## src/rtl/serial_nibble_deserializer_if.sv

```systemverilog
// Bundle of serial-side inputs and word-side outputs for serial_nibble_deserializer.
//   bit_valid, bit_in, frame_start : serial stream (source -> deserializer)
//   nibble_out, load_en            : word and load strobe for the downstream register
//   parity_err, busy               : status
// master = stream source / consumer, slave = deserializer.
interface serial_nibble_deserializer_if #(
  parameter int WIDTH = 4
);
  logic             bit_valid;
  logic             bit_in;
  logic             frame_start;
  logic [WIDTH-1:0] nibble_out;
  logic             load_en;
  logic             parity_err;
  logic             busy;

  modport master (
    output bit_valid, bit_in, frame_start,
    input  nibble_out, load_en, parity_err, busy
  );

  modport slave (
    input  bit_valid, bit_in, frame_start,
    output nibble_out, load_en, parity_err, busy
  );
endinterface

```

## src/rtl/serial_nibble_deserializer.sv

```systemverilog
// Framed serial-to-parallel front end. Collects WIDTH data bits (plus an
// optional even-parity bit), presents each good word on nibble_out with a
// one-cycle load_en strobe, and drops bad frames with a one-cycle parity_err.
// Ports:
//   clk   : clock, rising edge
//   reset : asynchronous, active-low
//   bus   : serial_nibble_deserializer_if.slave (stream in, word/status out)
// All outputs come from registers; busy decodes the state register only.
module serial_nibble_deserializer #(
  parameter int WIDTH     = 4,
  parameter int PARITY_EN = 1,
  parameter int MSB_FIRST = 0
) (
  input  logic                          clk,
  input  logic                          reset,
  serial_nibble_deserializer_if.slave   bus
);
  localparam int CW = $clog2(WIDTH + 1);

  typedef enum logic [1:0] {IDLE, DATA, PAR} state_t;

  state_t           state, state_n;
  logic [CW-1:0]    bit_cnt, bit_cnt_n;
  logic [WIDTH-1:0] shreg, shreg_n;
  logic [WIDTH-1:0] nibble_q, nibble_n;
  logic             load_q, load_n;
  logic             perr_q, perr_n;
  int               idx;
  int               pos;

  always_ff @(posedge clk or negedge reset) begin
    if (!reset) begin
      state    <= IDLE;
      bit_cnt  <= '0;
      shreg    <= '0;
      nibble_q <= '0;
      load_q   <= 1'b0;
      perr_q   <= 1'b0;
    end else begin
      state    <= state_n;
      bit_cnt  <= bit_cnt_n;
      shreg    <= shreg_n;
      nibble_q <= nibble_n;
      load_q   <= load_n;
      perr_q   <= perr_n;
    end
  end

  always_comb begin
    state_n   = state;
    bit_cnt_n = bit_cnt;
    shreg_n   = shreg;
    nibble_n  = nibble_q;
    load_n    = 1'b0;
    perr_n    = 1'b0;
    // A frame_start bit is always data bit 0, whatever state we are in.
    idx       = bus.frame_start ? 0 : int'(bit_cnt);
    pos       = (MSB_FIRST != 0) ? (WIDTH - 1 - idx) : idx;

    if (bus.bit_valid) begin
      if (!bus.frame_start && state == PAR) begin
        // Even parity: data XOR parity must be 0.
        if (^{shreg, bus.bit_in}) begin
          perr_n = 1'b1;
        end else begin
          nibble_n = shreg;
          load_n   = 1'b1;
        end
        state_n   = IDLE;
        bit_cnt_n = '0;
      end else if (bus.frame_start || state == DATA) begin
        // Restart mid-frame silently drops the partial frame: the new bit
        // overwrites position 0 and the count restarts from 1.
        for (int i = 0; i < WIDTH; i++)
          if (i == pos) shreg_n[i] = bus.bit_in;
        if (idx == WIDTH - 1) begin
          if (PARITY_EN != 0) begin
            state_n   = PAR;
            bit_cnt_n = CW'(WIDTH);
          end else begin
            state_n   = IDLE;
            bit_cnt_n = '0;
            nibble_n  = shreg_n;
            load_n    = 1'b1;
          end
        end else begin
          state_n   = DATA;
          bit_cnt_n = CW'(idx + 1);
        end
      end
    end
  end

  assign bus.nibble_out = nibble_q;
  assign bus.load_en    = load_q;
  assign bus.parity_err = perr_q;
  assign bus.busy       = (state != IDLE);

endmodule
```

## src/flat_wrapper.sv

```systemverilog
// flat-port wrapper written by rule: the top's interface ports become plain ports
module serial_nibble_deserializer_flat 
#(
  parameter int WIDTH     = 4,
  parameter int PARITY_EN = 1,
  parameter int MSB_FIRST = 0
)
  (clk, reset, bus_bit_valid, bus_bit_in, bus_frame_start, bus_nibble_out, bus_load_en, bus_parity_err, bus_busy);
  serial_nibble_deserializer_if #(.WIDTH(WIDTH)) bus_i ();
  input  logic clk;
  input  logic reset;
  input wire logic [$bits(bus_i.bit_valid)-1:0] bus_bit_valid;
  input wire logic [$bits(bus_i.bit_in)-1:0] bus_bit_in;
  input wire logic [$bits(bus_i.frame_start)-1:0] bus_frame_start;
  output wire logic [$bits(bus_i.nibble_out)-1:0] bus_nibble_out;
  output wire logic [$bits(bus_i.load_en)-1:0] bus_load_en;
  output wire logic [$bits(bus_i.parity_err)-1:0] bus_parity_err;
  output wire logic [$bits(bus_i.busy)-1:0] bus_busy;
  assign bus_i.bit_valid = bus_bit_valid;
  assign bus_i.bit_in = bus_bit_in;
  assign bus_i.frame_start = bus_frame_start;
  assign bus_nibble_out = bus_i.nibble_out;
  assign bus_load_en = bus_i.load_en;
  assign bus_parity_err = bus_i.parity_err;
  assign bus_busy = bus_i.busy;
  serial_nibble_deserializer #(.WIDTH(WIDTH), .PARITY_EN(PARITY_EN), .MSB_FIRST(MSB_FIRST)) u_core (.clk(clk), .reset(reset), .bus(bus_i));
endmodule
```

## config.mk

```make
export PLATFORM = sky130hd
export DESIGN_NAME = serial_nibble_deserializer_flat
export DESIGN_NICKNAME = d
export VERILOG_FILES = /design/src/rtl/serial_nibble_deserializer_if.sv /design/src/rtl/serial_nibble_deserializer.sv /design/src/flat_wrapper.sv
export SDC_FILE = /design/constraint.sdc
export NUM_CORES = 1
export LEC_CHECK = 0
export BUFFER_PORTS_ARGS = -buffer_cell sky130_fd_sc_hd__buf_2
export CAP_MARGIN = 20
export CORE_MARGIN = 5
export CORE_UTILIZATION = 45
export DETAILED_ROUTE_END_ITERATION = 10
export PLACE_DENSITY = 0.65
export SYNTH_ARGS = -nofsm -noshare
export SYNTH_HDL_FRONTEND = slang
export SYNTH_SLANG_ARGS = --single-unit
export TNS_END_PERCENT = 5
```

## constraint.sdc

```tcl
create_clock -name clk -period 1.6 [get_ports clk]
set_input_delay 0.08 -clock clk [delete_from_list [all_inputs] [get_ports clk]]
set_output_delay 0.08 -clock clk [all_outputs]
set_load 0.005 [all_outputs]
```

==> metrics.txt, run 1 <==
HPWL after DPL=1170 µm; met1 Use GR=0.166; Clk Latency, worst-skew pair=0.28 ns; Leak Pwr=0.437 nW; initial antenna violation count=0; Detail Route Antenna Nets=0; Max stage delay on crit path=0.44 ns; GRT Overall Usage=0.137; Clk pin slew, worst setup/hold paths=0.10 ns; GR Util met3=0.0254; Crit Path Class=flip-flop to flip-flop; count leader, synth=dfrtp_1; Ys Warns=0; Max-Cap Viols=0; io pins=12; Mapped Avg Cell Area=9.79 µm²; CTS H-tree lvls=1; Rel. slew slack=0.769; die area=0.00286 mm²; CTS Buf Count=3; Synth Register Bits=15; CP max-delay cell=dfrtp_1; cell taking the most area after synthesis=dfrtp_1; met2 global-route usage=0.227; largest cells by area after synthesis=dfrtp_1 44%, xnor2_1 6.2%, a21oi_1 5.3%, o21ai_0 5.3%, mux2_2 4.0%; Worst setup SP type=flip-flop; peak supply drop=0.000699 V; GRT Residual Overflow=0; final cell count without fillers=125; sum of negative setup slack=0 ns; Synth async-reset ratio=1.00; DRC violations left=0; Die X=53.5 µm; count of final setup violators=0; site row count=15; CP required=1.78 ns; Area Overhead vs Synth=13.1%; Placer Congestion=0.770; first-pass GRT wire length=2750 µm; fin crit share=0.908; Hold Path Class=input pin to flip-flop; dpl cells=120; die height=53.5 µm; Most Used Layer, Global Route=met2; CP startpoint=u_core.state[0]; Final Skew=0.00882 ns; Post-synth top flop=dfrtp_1; Port Buffer Count=11; final slew viol count=0; nets=108; outcome=finished, final reports clean; RSZ-0062 raised after global routing=no; Seq/Total Area, Yosys=0.441; worst path arrival time=1.63 ns; Yosys cell types=28; syn_nets=94; CTS tree=done; worst hold start=bus_bit_valid; CP top delay family=flip-flops; CTS resizes=0; WL final=1540 µm; Worst-Margin Slew=0.346 ns; First DRT Iteration DRCs=10; Pwr Density=1620 mW/mm²; CP Cell Sequence=nor2b_1 -> and2b_1 -> o211ai_1 -> mux2_2; via count=631; core area=0.00176 mm²; Critical path buffers and inverters=0; vias in the first global route=635; Crit. End Element=flip-flop; Hold Fails Final Rpt=0; crit path max fanout=6; CTS Root Cell=clkbuf_4; starting density of the core=0.483; CTS max path bufs=2; minimum clock period=1.45 ns; Cells after Synth=87; clk sink count=15; reg2reg start=u_core.state[0]; Yosys top cell area share=0.441; final-layout fill cell count=182; Synth Cell Area=852 µm²; fmax=688 MHz; diode count=0; Post-synth EDFFs=0; share of layout cells above drive strength 1=0.230; top cells by count, synth=15 x dfrtp_1, 9 x a21oi_1, 9 x o21ai_0; largest net degree at the start of global routing=16; via density per instance=5.05; TritonRoute pass-1 iters=4; wire per inst=12.3 µm
-- placed cells by master (no fill, tap or decap), types with 2 or more instances in the layout --
master     n
a21oi_1    9
and2_1     2
buf_2     11
clkbuf_4   3
dfrtp_1   15
ha_1       2
inv_1      5
mux2_2     3
nand2_1    8
nand2b_1   4
nor2_1     4
o21ai_0    9
xnor2_1    6
xor2_2     2
-- state kept, by name, indices dropped and copies added, names as in the netlist --
name / cells
u_core.bus.nibble_out: 4
u_core.shreg: 4
u_core.bit_cnt: 3
u_core.state: 2
u_core.bus.load_en: 1
u_core.bus.parity_err: 1
-- final timing paths --
check | endpoint | slack, ns | depth (start not counted)
worst min-delay path | u_core.state[1] | 0.14 | 3
worst min register to register | u_core.bit_cnt[2] | 0.52 | 2
min in group asynchronous | u_core.shreg[0] | 0.23 | 2
max in group asynchronous | u_core.shreg[2] | 1.11 | 2
worst max register to register | u_core.shreg[0] | 0.15 | 4
worst max-delay path | u_core.shreg[0] | 0.15 | 4
-- report_power, final --
group / switching (W) / total (W) / internal (W)
clock network: 0.000125 / 0.000221 / 0.0000967
registers: 0.000129 / 0.000611 / 0.000482
logic: 0.000348 / 0.000727 / 0.000379
-- worst min-delay path: stages --
cell and delay [ns]:
buf_2 0.15, nor2_1 0.09, nor3_1 0.05
-- timing repair --
item / 4_1_cts / 5_1_grt
hold endpoints to repair: 15 / 0
hold buffers: 1 / 0
endpoints found under the setup margin: 0 / 0
setup buffers: 0 / 0
-- area by class of cell --
class | count | area, µm² | area share
Sequential cell | 15 | 375 | 0.390
Clock buffer | 4 | 26.3 | 0.0273
Tap cell | 25 | 31.3 | 0.0325
Multi-Input combinational cell | 63 | 439 | 0.456
Inverter | 5 | 18.8 | 0.0195
Timing Repair Buffer | 13 | 72.6 | 0.0753
-- cell families (layout without fill, tap and decap cells) --
logic type               Yosys count  count (layout)  share of synthesized area
AND/OR/NAND/NOR                   24              24                      0.145
AO/OA/AOI/OAI                     24              24                      0.162
multiplexers                       3               3                     0.0396
flip-flops                        15              15                      0.441
XOR/XNOR                          10              10                      0.139
adder cells (fa/ha/maj)            2               2                     0.0294
buffers and inverters              9              22                     0.0440
-- per-layer routing --
metal,vias to the layer above,wire length [µm]
met5,-,0
met4,0,17
met3,2,55
met2,9,715
met1,298,750
li1,322,-
-- metrics by stage --
stage	hold WS [ns]	cell area (µm²)	setup slack (ns)	power, W	util
finish	0.137	963	0.147	0.00156	0.546
global placement	0.00626	927	0.206	0.00133	0.526
global route	0.142	963	0.0409	0.00169	0.546
floorplan	-0.216	852	0.240	0.00121	-
detailed placement	0.0130	927	0.154	0.00134	0.526
CTS	0.128	963	0.146	0.00157	0.546
Power figures use the tool's default switching activity.
==> run 2, diff against run 1 <==
Settings changed: SETUP_SLACK_MARGIN from default to 0.5.
==> run 2 against run 1 <==
  * Non-clock buffer count rose by 3
  * Cell count rose by 2.4%
  * Clock skew fell by 0.0038 ns
  * Largest cell class unchanged
  * Largest power group unchanged
==> metrics.txt, run 2 (synthesis gave the netlist of run 1 again) <==
share of layout cells above drive strength 1=0.272; GRT Residual Overflow=0; wire per inst=13.1 µm; CP top delay family=flip-flops; via density per instance=5.19; final slew viol count=0; worst path arrival time=1.32 ns; CTS Buf Count=3; Placer Congestion=0.770; Worst-Margin Slew=0.347 ns; CP Cell Sequence=buf_4 -> or2_2 -> buf_2; fin crit share=0.874; Detail Route Antenna Nets=0; final-layout fill cell count=176; CTS max path bufs=2; HPWL after DPL=1180 µm; Worst setup SP type=flip-flop; Clk Latency, worst-skew pair=0.28 ns; first-pass GRT wire length=2860 µm; Hold Fails Final Rpt=0; TritonRoute pass-1 iters=4; site row count=15; Crit. End Element=primary output; DRC violations left=0; CTS H-tree lvls=1; count of final setup violators=0; starting density of the core=0.483; Area Overhead vs Synth=17.2%; Critical path buffers and inverters=2; initial antenna violation count=0; First DRT Iteration DRCs=15; Clk pin slew, worst setup/hold paths=0.09 ns; final cell count without fillers=128; Port Buffer Count=11; outcome=finished, final reports clean; crit path max fanout=8; CP required=1.52 ns; CTS Root Cell=clkbuf_4; Rel. slew slack=0.769; clk sink count=15; WL final=1680 µm; vias in the first global route=672; Crit Path Class=flip-flop to primary output; nets=111; Max-Cap Viols=0; most frequent cells in the layout=15 x dfrtp_1, 11 x buf_2, 9 x o21ai_0, 9 x a21oi_1, 8 x nand2_1; Pwr Density=1640 mW/mm²; RSZ-0062 raised after global routing=yes; diode count=0; dpl cells=120; peak supply drop=0.000711 V; sum of negative setup slack=0 ns; CTS tree=done; largest net degree at the start of global routing=16; io pins=12; via count=664; die area=0.00286 mm²; fmax=716 MHz; Final Skew=0.00498 ns; GRT Overall Usage=0.142; Leak Pwr=0.460 nW; die height=53.5 µm; Hold Path Class=input pin to flip-flop; most common cell after layout, fill and taps aside=dfrtp_1; Max stage delay on crit path=0.44 ns; minimum clock period=1.40 ns; CP max-delay cell=dfrtp_1; core area=0.00176 mm²; Die X=53.5 µm
-- run 2: changes by cell type in the layout (fill, tap and decap cells not counted), sizes merged --
cell  before  now
buf       12   15
-- run 2: layout make-up --
class / count / area [µm²] / area share
multi-input cells: 63 / 452 / 0.452
well taps: 25 / 31.3 / 0.0313
repair buffers: 16 / 95.1 / 0.0952
clock buffers: 4 / 26.3 / 0.0263
flip-flops and latches: 15 / 375 / 0.376
inverters: 5 / 18.8 / 0.0188
-- run 2: layer usage --
layer | up-vias | GRT usage | share of wire
li1 | 326 | - | -
met1 | 327 | 0.161 | 0.47
met2 | 9 | 0.251 | 0.49
met3 | 2 | 0.0254 | 0.036
met4 | 0 | 0.0766 | 0.010
met5 | - | 0 | 0
-- run 2: where the power goes --
group          leakage [nW]  internal (W)  total, W  switching (W)
Combinational         0.258      0.000435  0.000813       0.000378
Sequential            0.188      0.000482  0.000609       0.000127
Clock                0.0150     0.0000967  0.000219       0.000123
Total                 0.460       0.00101   0.00164       0.000628
-- run 2: metrics by stage --
stage / instance area, µm² / util / hold slack, ns / total power (W) / setup WS [ns]
3_5_place_dp: 927 / 0.526 / 0.0115 / 0.00135 / 0.172
6_report: 998 / 0.566 / 0.137 / 0.00164 / 0.202
4_1_cts: 993 / 0.563 / 0.122 / 0.00165 / 0.221
3_3_place_gp: 927 / 0.526 / 0.00624 / 0.00133 / 0.206
5_1_grt: 998 / 0.566 / 0.140 / 0.00178 / 0.137
2_1_floorplan: 852 / - / -0.216 / 0.00121 / 0.240
-- run 2: worst min-delay path, cell delays in order --
cell	delay [ns]
buf_2	0.15
nor2_1	0.10
nor3_1	0.05
-- run 2: path summary, 6_finish.rpt --
check | startpoint | to | slack [ns] | cells after the start
max | u_core.state[1] | bus_busy | 0.20 | 3
min | bus_bit_valid | u_core.state[1] | 0.14 | 3
max reg2reg | u_core.state[0] | u_core.shreg[1] | 0.22 | 5
min reg2reg | u_core.bit_cnt[2] | u_core.bit_cnt[2] | 0.52 | 2
max in group asynchronous | reset | u_core.shreg[2] | 1.12 | 2
min in group asynchronous | reset | u_core.shreg[0] | 0.23 | 2
-- run 2: repair_timing --
| item | 4_1_cts | 5_1_grt |
|---|---|---|
| setup endpoints to repair | 16 | 16 |
| resized for setup | 2 | 1 |
| pin swaps | 2 | 1 |
| endpoints found under the hold margin | 15 | 0 |
| hold buffers | 1 | 0 |
| setup buffers | 3 | 0 |
| gates cloned | 0 | 0 |
==> run 3, diff against run 2 <==
Settings changed: PLACE_DENSITY 0.65 to 0.69, TNS_END_PERCENT 5 to default.
==> run 3 against run 2 <==
  * Largest power group unchanged
  * Combinational power grew 71%
  * Cell count is 12% higher
  * Sequential power grew 1%
  * Non-clock buffer count is 15 higher
  * Critical path type is now flip-flop to flip-flop
  * Worst hold slack better by 0.022 ns
  * Clock power is 3% higher
  * Register-to-register slack got worse by 0.03 ns
  * First-iteration DRC count decreased by 20%
  * Cell area increased by 27%
  * Setup slack worse by 0.015 ns
  * Sequential share of layout area down 7.7 points
  * Via count increased by 12%
==> metrics.txt, run 3 (synthesis gave the netlist of run 1 again) <==
minimum clock period=1.41 ns; crit path max fanout=3; CTS Root Cell=clkbuf_4; peak supply drop=0.00120 V; fin crit share=0.883; Clk pin slew, worst setup/hold paths=0.10 ns; Worst setup SP type=flip-flop; GRT Residual Overflow=0; Rel. slew slack=0.764; most frequent cells in the layout=11 x buf_2, 11 x buf_4, 11 x dfrtp_1, 8 x o21ai_1, 8 x buf_6; first-pass GRT wire length=3130 µm; clk sink count=15; TritonRoute pass-1 iters=4; sum of negative setup slack=0 ns; Area Overhead vs Synth=49.3%; core area=0.00176 mm²; vias in the first global route=714; end of the critical path=u_core.shreg[0]; First DRT Iteration DRCs=12; DRC violations left=0; starting density of the core=0.483; Pwr Density=1750 mW/mm²; CTS max path bufs=2; CTS tree=done; Detail Route Antenna Nets=0; initial antenna violation count=0; count of final setup violators=0; Port Buffer Count=11; WL final=2030 µm; diode count=0; die height=53.5 µm; Worst-Margin Slew=0.353 ns; RSZ-0062 raised after global routing=yes; Reg2Reg Capture Point=u_core.shreg[0]; Clk Latency, worst-skew pair=0.29 ns; Die X=53.5 µm; Leak Pwr=0.602 nW; share of layout cells above drive strength 1=0.551; worst path arrival time=1.60 ns; largest net degree at the start of global routing=16; Crit Path Class=flip-flop to flip-flop; io pins=12; GRT Overall Usage=0.154; via count=741; final slew viol count=0; HPWL after DPL=1200 µm; CTS Buf Count=3; FF-to-FF setup slack=0.19 ns; fmax=708 MHz; Crit. End Element=flip-flop; final cell count without fillers=143; Hold Fails Final Rpt=0; Hold Path Class=input pin to flip-flop; nets=126; Max-Cap Viols=0; die area=0.00286 mm²; CP required=1.79 ns; outcome=finished, final reports clean; dpl cells=120; CTS H-tree lvls=1; via density per instance=5.18; Placer Congestion=0.764; reg2reg start=u_core.state[0]; CP startpoint=u_core.state[0]; Final Skew=0.00429 ns; wire per inst=14.2 µm; site row count=15; worst r2r path cells=4
## run 3: changes by cell type in the layout (fill, tap and decap cells not counted), sizes merged
cell    previous run  this run
clkinv             0         1
buf               15        30
clkbuf             4         3
## run 3: per-layer routing
layer	share of wire	up-vias	routed length, µm	global-route usage
met5	0	-	0	0
li1	-	359	-	-
met2	0.55	14	1110	0.273
met3	0.038	2	77	0.0507
met4	0.0034	0	7	0.0340
met1	0.41	366	837	0.177
## run 3: through the flow
stage	utilization	cell area (µm²)	hold slack [ns]	power [W]	setup WS, ns
after floorplan	-	876	-0.216	0.00125	0.259
after global placement	0.535	945	0.00689	0.00136	0.216
after detailed placement	0.535	945	0.00584	0.00139	0.159
after CTS	0.649	1140	0.144	0.00198	0.219
after global routing	0.721	1270	0.171	0.00239	0.153
final	0.721	1270	0.159	0.00223	0.187
## run 3: how the worst min path moves through the flow
stage | to | slack [ns] | from | depth (start not counted)
final | u_core.state[0] | 0.16 | bus_bit_valid | 3
after global routing | u_core.state[0] | 0.17 | bus_bit_valid | 3
after CTS | u_core.state[1] | 0.14 | bus_bit_valid | 3
after detailed placement | u_core.bus.parity_err | 0.006 | reset | 1
after global placement | u_core.bus.load_en | 0.007 | reset | 1
after floorplan | u_core.bit_cnt[0] | -0.22 | reset | 0
## run 3: critical path: stages (launching register included)
cell and delay [ns]:
dfrtp_2 0.43, nor2b_4 0.14, and2b_2 0.21, o211ai_1 0.21, mux2_4 0.32
## run 3: final cells by class
cell class,count,area (µm²)
clock buffers,3,22.5
clock inverters,1,5.00
fillers,134,492
inverters,5,18.8
multi-input cells,63,577
flip-flops and latches,15,380
well taps,25,31.3
repair buffers,31,238
## run 3: report_power, final
group          total [W]  internal (W)  switching [W]
registers       0.000615      0.000490       0.000125
logic            0.00139      0.000798       0.000591
clock network   0.000226     0.0000930       0.000133
total            0.00223       0.00138       0.000848
## run 3: repair_timing
item,in CTS,in global routing
pin swaps,4,12
hold endpoints to repair,15,0
setup buffers,11,7
hold buffers,1,0
resized for setup,26,19
cloned,0,0
setup endpoints to repair,16,16
